$ cat config.mk
export PLATFORM = sky130hd
export DESIGN_NAME = offset_adder_pipe
export DESIGN_NICKNAME = d
export VERILOG_FILES = /design/src/rtl/offset_adder_pipe.sv
export SDC_FILE = /design/constraint.sdc
export NUM_CORES = 1
export LEC_CHECK = 0
export CORE_AREA = 2 2 39 41
export CTS_BUF_LIST = sky130_fd_sc_hd__clkbuf_16
export CTS_CLUSTER_DIAMETER = 200
export DETAILED_ROUTE_END_ITERATION = 10
export DIE_AREA = 0 0 41 43
export HOLD_SLACK_MARGIN = 0.08
export PLACE_DENSITY = 0.7
export SETUP_SLACK_MARGIN = 0.05
export SYNTH_ARGS = -nofsm -noshare
export SYNTH_HDL_FRONTEND = slang
export SYNTH_SLANG_ARGS = --single-unit
$ cat constraint.sdc
create_clock -name clock -period 2.9 [get_ports clock]
set_input_delay 0.58 -clock clock [delete_from_list [all_inputs] [get_ports clock]]
set_output_delay 0.58 -clock clock [all_outputs]
set_load 0.05 [all_outputs]
$ cat src/rtl/offset_adder_pipe.sv
// offset_adder_pipe: adds one of two offsets to each operand through a DEPTH-stage valid/ready pipeline.
// Define OFFSET_ADDER_PIPE_SATURATE_EN to clamp overflowing results to all-ones instead of wrapping.
module offset_adder_pipe #(
    parameter int WIDTH = 3,
    parameter int DEPTH = 2,
    parameter logic [WIDTH:0] OFFSET_A = (WIDTH+1)'(7),
    parameter logic [WIDTH:0] OFFSET_B = (WIDTH+1)'(8)
) (
    input  logic             clock,
    input  logic             reset,
    input  logic             in_valid,
    output logic             in_ready,
    input  logic [WIDTH-1:0] in_data,
    input  logic             in_mode,
    output logic             out_valid,
    input  logic             out_ready,
    output logic [WIDTH-1:0] out_data,
    output logic             out_overflow,
    output logic             busy
);
    logic [DEPTH-1:0] v;
    logic [DEPTH-1:0] o;
    logic [DEPTH-1:0] en;
    logic [WIDTH-1:0] d [DEPTH];
    logic [WIDTH+1:0] sum;
    logic             ovf;
    logic [WIDTH-1:0] res;
    assign sum = {2'b0, in_data} + {1'b0, in_mode ? OFFSET_B : OFFSET_A};
    assign ovf = |sum[WIDTH+1:WIDTH];
`ifdef OFFSET_ADDER_PIPE_SATURATE_EN
    assign res = ovf ? '1 : sum[WIDTH-1:0];
`else
    assign res = sum[WIDTH-1:0];
`endif
    // A stage may load unless it and every stage after it is full while the output stalls.
    for (genvar k = 0; k < DEPTH; k++) begin : g_en
        assign en[k] = out_ready || !(&v[DEPTH-1:k]);
    end
    always_ff @(posedge clock or posedge reset) begin
        if (reset) begin
            v <= '0;
            o <= '0;
            for (int k = 0; k < DEPTH; k++) d[k] <= '0;
        end else begin
            if (en[0]) begin
                v[0] <= in_valid;
                if (in_valid) begin
                    d[0] <= res;
                    o[0] <= ovf;
                end
            end
            for (int k = 1; k < DEPTH; k++) begin
                if (en[k]) begin
                    v[k] <= v[k-1];
                    if (v[k-1]) begin
                        d[k] <= d[k-1];
                        o[k] <= o[k-1];
                    end
                end
            end
        end
    end
    assign in_ready     = !reset && en[0];
    assign out_valid    = v[DEPTH-1];
    assign out_data     = d[DEPTH-1];
    assign out_overflow = o[DEPTH-1];
    assign busy         = |v;
endmodule

==> results of run 1 <==
## through the flow
| stage | std cells | hold WS, ns | utilization (%) |
|---|---|---|---|
| floorplan | 47 | 0.425 | - |
| global placement | 75 | 0.490 | 51.6 |
| detailed placement | 75 | 0.494 | 51.6 |
| CTS | 78 | 0.504 | 57.1 |
| global route | 78 | 0.528 | 57.1 |
| finish | 78 | 0.500 | 57.1 |
## cells in the mapped netlist, drive strengths merged
cell type	number	area, µm²
a21oi	5	25.0
a41oi	1	8.76
and2	2	15.0
buf	3	22.5
dfrtp	10	250
fa	1	20.0
ha	4	50.1
inv	6	22.5
mux2	6	75.1
nand2	1	3.75
nand2b	2	12.5
nand3b	1	20.0
o21ai	1	5.00
or2	1	6.26
or2b	1	7.51
or3	1	6.26
xnor2	1	8.76
## power by group
part	total, µW	internal [µW]	switching [µW]
clock network	235	178	57.0
registers	189	172	16.8
logic	195	84.5	111
total	619	434	185
## cells by family (layout without fill, tap and decap cells)
group | after synthesis | count (layout)
compound gates | 7 | 7
xor+xnor | 1 | 1
fa+ha+maj | 5 | 5
buf+inv | 9 | 24
flops | 10 | 10
mux | 6 | 6
simple gates | 9 | 9
## cell type report
cell class	instances	area (µm²)
clock buffer	3	75.1
sequential	10	250
inverter	6	22.5
fill	118	594
timing repair buffer	15	158
tap	16	20.0
multi-input combinational	28	264
## per-layer routing
metal | vias up | track usage [%] | wire [µm]
li1 | 183 | - | -
met1 | 175 | 16.0 | 366
met2 | 13 | 18.1 | 418
met3 | 0 | 3.14 | 41
met4 | 0 | 10.0 | 0
met5 | - | 0 | 0
## critical path, delay by kind of cell (launching register included)
| family | cells | cell delay [ns] |
|---|---|---|
| simple gates | 1 | 0.30 |
| buf+inv | 1 | 0.70 |
| flops | 1 | 0.41 |
## flip-flops by register name (all words and copies together), names as in the netlist
| register | flops |
|---|---|
| v | 2 |
| d | 3 |
| out_data | 3 |
| o | 2 |
## path summary, 6_finish.rpt
check / startpoint / cells past startpoint / slack, ns / end
min in group asynchronous: reset / 3 / 0.65 / out_data[1]
min: o[1] / 1 / 0.50 / o[1]
max in group asynchronous: reset / 3 / 2.11 / v[1]
max: v[0] / 2 / 0.68 / busy
max reg2reg: v[1] / 3 / 1.75 / out_data[0]
min reg2reg: o[1] / 1 / 0.50 / o[1]
==> results.ini, run 1 <==
[sta]
hold_viol_final=0
slew_headroom_pct=66.7
fmax_mhz=450
setup_slack_ns=0.679
min_period_ns=2.22
rsz0062_at_grt=false
setup_violations=0
setup_tns_ns=0
fin_skew_ns=0.000467
period_share_pct=76.6
slew_viol_final=0
worst_pin_slew_ns=0.498

[worst_setup_path]
critPathCaptureType=output port
path_cells=or2_2 > clkdlybuf4s50_1
cp_max_fo=4
cp_slowest_cell=clkdlybuf4s50_1
max_stage_delay_ns=0.70
crit_required_ns=2.32
arrival_ns=1.64
worstSetupPathType=flop to output port
startpoint_type=flop

[routing]
wire_per_inst_um=10.6
dr.pass1.iters=2
drt_iter0_markers=1
drc=0
antenna_left=0
vias=371
routed_wl_um=826
via_per_inst=4.76

[logic_synthesis]
synth_nets=60
syn-instance-count=47
yosys.area_share.xor_xnor_pct=1.57
ys_seq_elements=10
synth_cell_types=19
synth_top_family_by_area=multiplexers
synth_seq_area_share_pct=44.7
synthSimpleGateAreaFrac_pct=12.8
synth.mux.area_fraction_pct=13.4
synth_area_um2=559
synth_compound_area_share_pct=6.94
yosysWarnings=0
synthAdderAreaFrac_pct=12.5
avgSynthCellArea_um2=11.9

[clock_network]
cts_resized=0
cts_root_buffer=clkbuf_16
cts_setup_buffers=0
cts_buffers=3
clock_latency_ns=0.23
cts_tree=built
htree_levels=1
clkTransAtPathRegs_ns=0.04
cts_num_sinks=10
max-clock-path-buffers=2
cts_hold_buffers=0

[global_routing]
grt_pass1_wl_um=1490
grt.overflow.total=0
grt_max_degree=11
grt_pass1_vias=365
grt.total_usage_pct=12.9
antenna_found_initial=0

[power_and_ir_drop]
vdd_drop_max_mv=0.324
total_power_uw=619
p_per_area_nw_per_um2=784
leakagePower_uw=0.000360

[final_layout]
n_antenna_cell=0
syn_to_final_growth_pct=41.2
final_common_cell=clkdlybuf4s50_1
layout-drive-gt1-share_pct=22.6
nets=77
design_area_um2=790
final_cell_mix=clkdlybuf4s50_1 (13), dfrtp_1 (10), inv_1 (6), a21oi_1 (5)

[floorplanning]
core_area_um2=1380
pin_count=15
placementRows=14
dieArea_um2=1760
die_h_um=43
initial_core_util_pct=40.4
die_w_um=41

[min_path]
hp-class=flop to flop

[placed_design]
place_congestion=0.683
post-dp-hpwl_um=654
placedInstanceArea_um2=714
dp_worst_setup_slack_ns=0.538
portBuffers=14

[flow_run]
max_cap_violations=0

[outcome]
status=completed

Power figures use the tool's default switching activity.
==> inputs of run 2 (changes only) <==
Clock period 2.9 ns to 2.1 ns, I/O delays scaled along.
==> results.ini, run 2 (same netlist as run 1, synthesis figures left out) <==
[sta]
rsz0062_at_grt=false
hold_viol_final=0  ; unchanged
fin_skew_ns=0.00142  ; +0.000954 ns
min_period_ns=1.88
setup_violations=0  ; unchanged
worst_pin_slew_ns=0.499  ; +0.00185 ns
slew_viol_final=0  ; unchanged
period_share_pct=89.7
setup_tns_ns=0  ; unchanged
slew_headroom_pct=66.6  ; -0.12 points
holdWs_ns=0.497  ; -0.00339 ns
fmax_mhz=531

[clock_network]
cts_num_sinks=10  ; unchanged
cts_hold_buffers=0  ; unchanged
clock_latency_ns=0.23  ; about the same
clkTransAtPathRegs_ns=0.04  ; about the same
cts_buffers=3  ; unchanged
cts_tree=built
cts_setup_buffers=0  ; unchanged
htree_levels=1  ; unchanged
max-clock-path-buffers=2  ; unchanged
cts_root_buffer=clkbuf_16

[worst_setup_path]
critPathTopFamily=buffers and inverters
path_buf_inv=1  ; unchanged
cp_slowest_cell=clkdlybuf4s50_1
max_stage_delay_ns=0.83  ; +0.13 ns
worstSetupPathType=flop to output port
r2r_setup_slack_ns=0.94  ; -0.81 ns
path_cells=clkdlybuf4s50_1
startpoint_type=flop
arrival_ns=1.46  ; -0.18 ns
crit_required_ns=1.68  ; -0.64 ns
critPathCaptureType=output port
cp_max_fo=4  ; unchanged

[floorplanning]
pin_count=15  ; unchanged
die_h_um=43  ; unchanged
die_w_um=41  ; unchanged
core_area_um2=1380  ; unchanged
dieArea_um2=1760  ; unchanged
placementRows=14  ; unchanged
initial_core_util_pct=40.4  ; unchanged

[min_path]
hp-class=input port to asynchronous set/reset pin

[routing]
dr.pass1.iters=2  ; unchanged
via_per_inst=4.82  ; +1.4%
drt_iter0_markers=2  ; +1
drc=0  ; unchanged
antenna_left=0  ; unchanged
routed_wl_um=813  ; -1.6%
vias=381  ; +2.7%
wire_per_inst_um=10.3  ; -2.8%

[power_and_ir_drop]
p_per_area_nw_per_um2=1070  ; +36%
leakagePower_uw=0.000363  ; +0.92%
vdd_drop_max_mv=0.448  ; +38%

[global_routing]
antenna_found_initial=0  ; unchanged
grt.total_usage_pct=12.1  ; -0.74 points
grt.overflow.total=0  ; unchanged
grt_pass1_wl_um=1440  ; -3.2%
grt_pass1_vias=369  ; +1.1%
grt_max_degree=11  ; unchanged

[placed_design]
portBuffers=14  ; unchanged
place_inst=76  ; +1.3%
post-dp-hpwl_um=655  ; +0.18%
place_congestion=0.704  ; +3.0%

[flow_run]
max_cap_violations=0  ; unchanged

[outcome]
status=completed

[final_layout]
syn_to_final_growth_pct=42.3
nets=78  ; +1.3%
final_common_cell=clkdlybuf4s50_1
layout-drive-gt1-share_pct=23.8  ; +1.2 points
final_cell_mix=clkdlybuf4s50_1 (12), dfrtp_1 (10), inv_1 (6), a21oi_1 (5)
instances_no_fill=79  ; +1.3%
n_antenna_cell=0  ; unchanged

[run 2: cell types whose count changed in the layout (fill, tap and decap cells not counted)]
cell	change
buf_4	+1
clkdlybuf4s50_1	-1
dlygate4sd2_1	+1
[run 2: path summary, 6_finish.rpt]
| check | start | endpoint | depth (start not counted) |
|---|---|---|---|
| setup / recovery | v[1] | out_valid | 1 |
| hold / removal | reset | d[4] | 3 |
| setup reg to reg | v[1] | out_data[1] | 3 |
| hold reg to reg | out_data[0] | out_data[0] | 1 |
| max in group asynchronous | reset | out_data[2] | 3 |
| min in group clock | out_data[0] | out_data[0] | 1 |
[run 2: area by class of cell]
class	count	area, µm²
flip-flops and latches	10	250
fillers	126	588
inverters	6	22.5
clock buffers	3	75.1
repair buffers	16	164
well taps	16	20.0
multi-input cells	28	264
[run 2: per-stage QoR]
step	util, %	power, µW	instance area [µm²]	worst slack, ns
global route	57.5	899	796	0.168
floorplan	-	470	559	0.491
detailed placement	52.2	536	722	0.0146
finish	57.5	849	796	0.216
global placement	52.2	531	722	0.0519
CTS	57.5	859	796	0.209
[run 2: layer usage]
metal	GRT usage (%)	wire length (µm)
met5	0	0
met4	8.00	0
met3	3.14	42
met2	19.1	425
met1	13.5	344
[run 2: timing repair]
item                       CTS  global route
setup endpoints to repair    1             0
hold endpoints to repair     0             0
resized for setup            1             0
[run 2: worst min-delay path, cell delays in order]
cell,delay (ns)
clkdlybuf4s50_1,0.40
inv_1,0.07
buf_4,0.18
[run 2: power breakdown]
group | internal [µW] | switching, µW
Sequential | 237 | 22.8
Combinational | 117 | 153
Clock | 245 | 73.3
Total | 600 | 249
==> inputs of run 3 (changes only) <==
Settings changed: GPL_TIMING_DRIVEN set to 0, PLACE_DENSITY 0.7 to 0.75.
==> results.ini, run 3 (same netlist as run 1, synthesis figures left out) <==
[outcome]
status=completed

[final_layout]
syn_to_final_growth_pct=45.2
fillers=125  ; -0.79%
seqCellArea_um2=250  ; unchanged
final_common_cell=clkdlybuf4s50_1
design_area_um2=812  ; +2.0%
nets=80  ; +2.6%
n_antenna_cell=0  ; unchanged
final_cell_mix=clkdlybuf4s50_1 (11), dfrtp_1 (10), inv_1 (5), a21oi_1 (5)
layout-drive-gt1-share_pct=27.3  ; +3.5 points
multi_input_area_um2=264  ; unchanged

[power_and_ir_drop]
p_per_area_nw_per_um2=1090  ; +2.1%
leakagePower_uw=0.000374  ; +2.9%
vdd_drop_max_mv=0.471  ; +5.1%

[sta]
fmax_mhz=510  ; -4.0%
fin_skew_ns=0.00222  ; +0.000799 ns
setup_violations=0  ; unchanged
setup_tns_ns=0  ; unchanged
rsz0062_at_grt=false
slew_headroom_pct=67.1  ; +0.53 points
min_period_ns=1.96  ; +0.0780 ns
slew_viol_final=0  ; unchanged
hold_viol_final=0  ; unchanged
period_share_pct=93.4  ; +3.7 points
worst_pin_slew_ns=0.491  ; -0.00794 ns

[clock_network]
cts_num_sinks=10  ; unchanged
cts_root_buffer=clkbuf_16
clock_latency_ns=0.23  ; about the same
max-clock-path-buffers=2  ; unchanged
clkTransAtPathRegs_ns=0.04  ; about the same
cts_tree=built
cts_buffers=3  ; unchanged
htree_levels=1  ; unchanged

[floorplanning]
pin_count=15  ; unchanged
die_w_um=41  ; unchanged
die_h_um=43  ; unchanged
dieArea_um2=1760  ; unchanged
initial_core_util_pct=40.4  ; unchanged
placementRows=14  ; unchanged
core_area_um2=1380  ; unchanged

[worst_setup_path]
cp_max_fo=5  ; +1
critPathCaptureType=output port
startpoint_type=input port
worstSetupPathType=input port to output port
cp_slowest_cell=clkdlybuf4s50_1
arrival_ns=1.54  ; +0.08 ns
path_cells=clkdlybuf4s50_1 > nand3b_4 > and2_1 > clkdlybuf4s15_2
crit_required_ns=1.68  ; about the same
max_stage_delay_ns=0.48  ; -0.35 ns
critPathTopFamily=buffers and inverters
path_buf_inv=2  ; +1

[routing]
drt_iter0_markers=2  ; unchanged
routed_wl_um=903  ; +11%
vias=397  ; +4.2%
via_per_inst=4.84  ; +0.39%
dr.pass1.iters=4  ; +2
drc=0  ; unchanged
wire_per_inst_um=11.0  ; +7.0%
antenna_left=0  ; unchanged

[global_routing]
grt.total_usage_pct=13.8  ; +1.7 points
grt_max_degree=11  ; unchanged
grt.overflow.total=0  ; unchanged
grt_pass1_vias=390  ; +5.7%
antenna_found_initial=0  ; unchanged
grt_pass1_wl_um=1580  ; +9.6%

[placed_design]
place_congestion=0.649  ; -7.8%
placedInstanceArea_um2=719  ; -0.35%
portBuffers=14  ; unchanged

[flow_run]
max_cap_violations=0  ; unchanged

[min_path]
hp-class=flop to flop

-- run 3: path summary, 6_finish.rpt --
kind                                to  slack, ns  depth (start not counted)       from
max reg2reg                out_data[2]       0.96                          3       v[1]
min                        out_data[1]       0.50                          1       d[4]
min reg2reg                out_data[1]       0.50                          1       d[4]
min in group asynchronous         d[4]       0.56                          3      reset
max in group asynchronous         d[5]       1.40                          3      reset
max                           in_ready       0.14                          4  out_ready
-- run 3: report_power, final --
| group | internal, µW | switching [µW] |
|---|---|---|
| Sequential | 237 | 23.7 |
| Combinational | 135 | 157 |
| Clock | 249 | 82.8 |
| Total | 621 | 264 |
-- run 3: through the flow --
step	std cells	hold WS, ns	utilization, %	setup slack [ns]	total power (µW)
2_1_floorplan	47	0.265	-	0.491	470
3_3_place_gp	77	0.490	52.0	-0.429	550
3_5_place_dp	77	0.493	52.0	-0.444	556
4_1_cts	82	0.502	58.5	0.127	892
5_1_grt	82	0.520	58.7	0.0917	927
6_report	82	0.500	58.7	0.138	885
-- run 3: routing by layer --
| layer | wire length, µm | vias to the layer above | GRT usage (%) |
|---|---|---|---|
| met2 | 467 | 13 | 20.3 |
| met1 | 367 | 192 | 15.8 |
| met5 | 0 | - | 0 |
| met3 | 43 | 2 | 3.14 |
| li1 | - | 190 | - |
| met4 | 25 | 0 | 12.0 |
-- run 3: final cells by class --
class / instances / share of cell area [%]
plain buffers: 3 / 2.77
repair buffers: 15 / 18.5
inverters: 6 / 3.24
flip-flops and latches: 10 / 30.8
well taps: 16 / 2.47
clock buffers: 3 / 9.24
clock inverters: 1 / 0.462
multi-input cells: 28 / 32.5
-- run 3: repair_timing --
item                                    4_1_cts  5_1_grt
hold buffers                                  0        0
resized for setup                             5        1
pin swaps                                     0        0
setup buffers                                 1        0
endpoints found under the setup margin        2        1
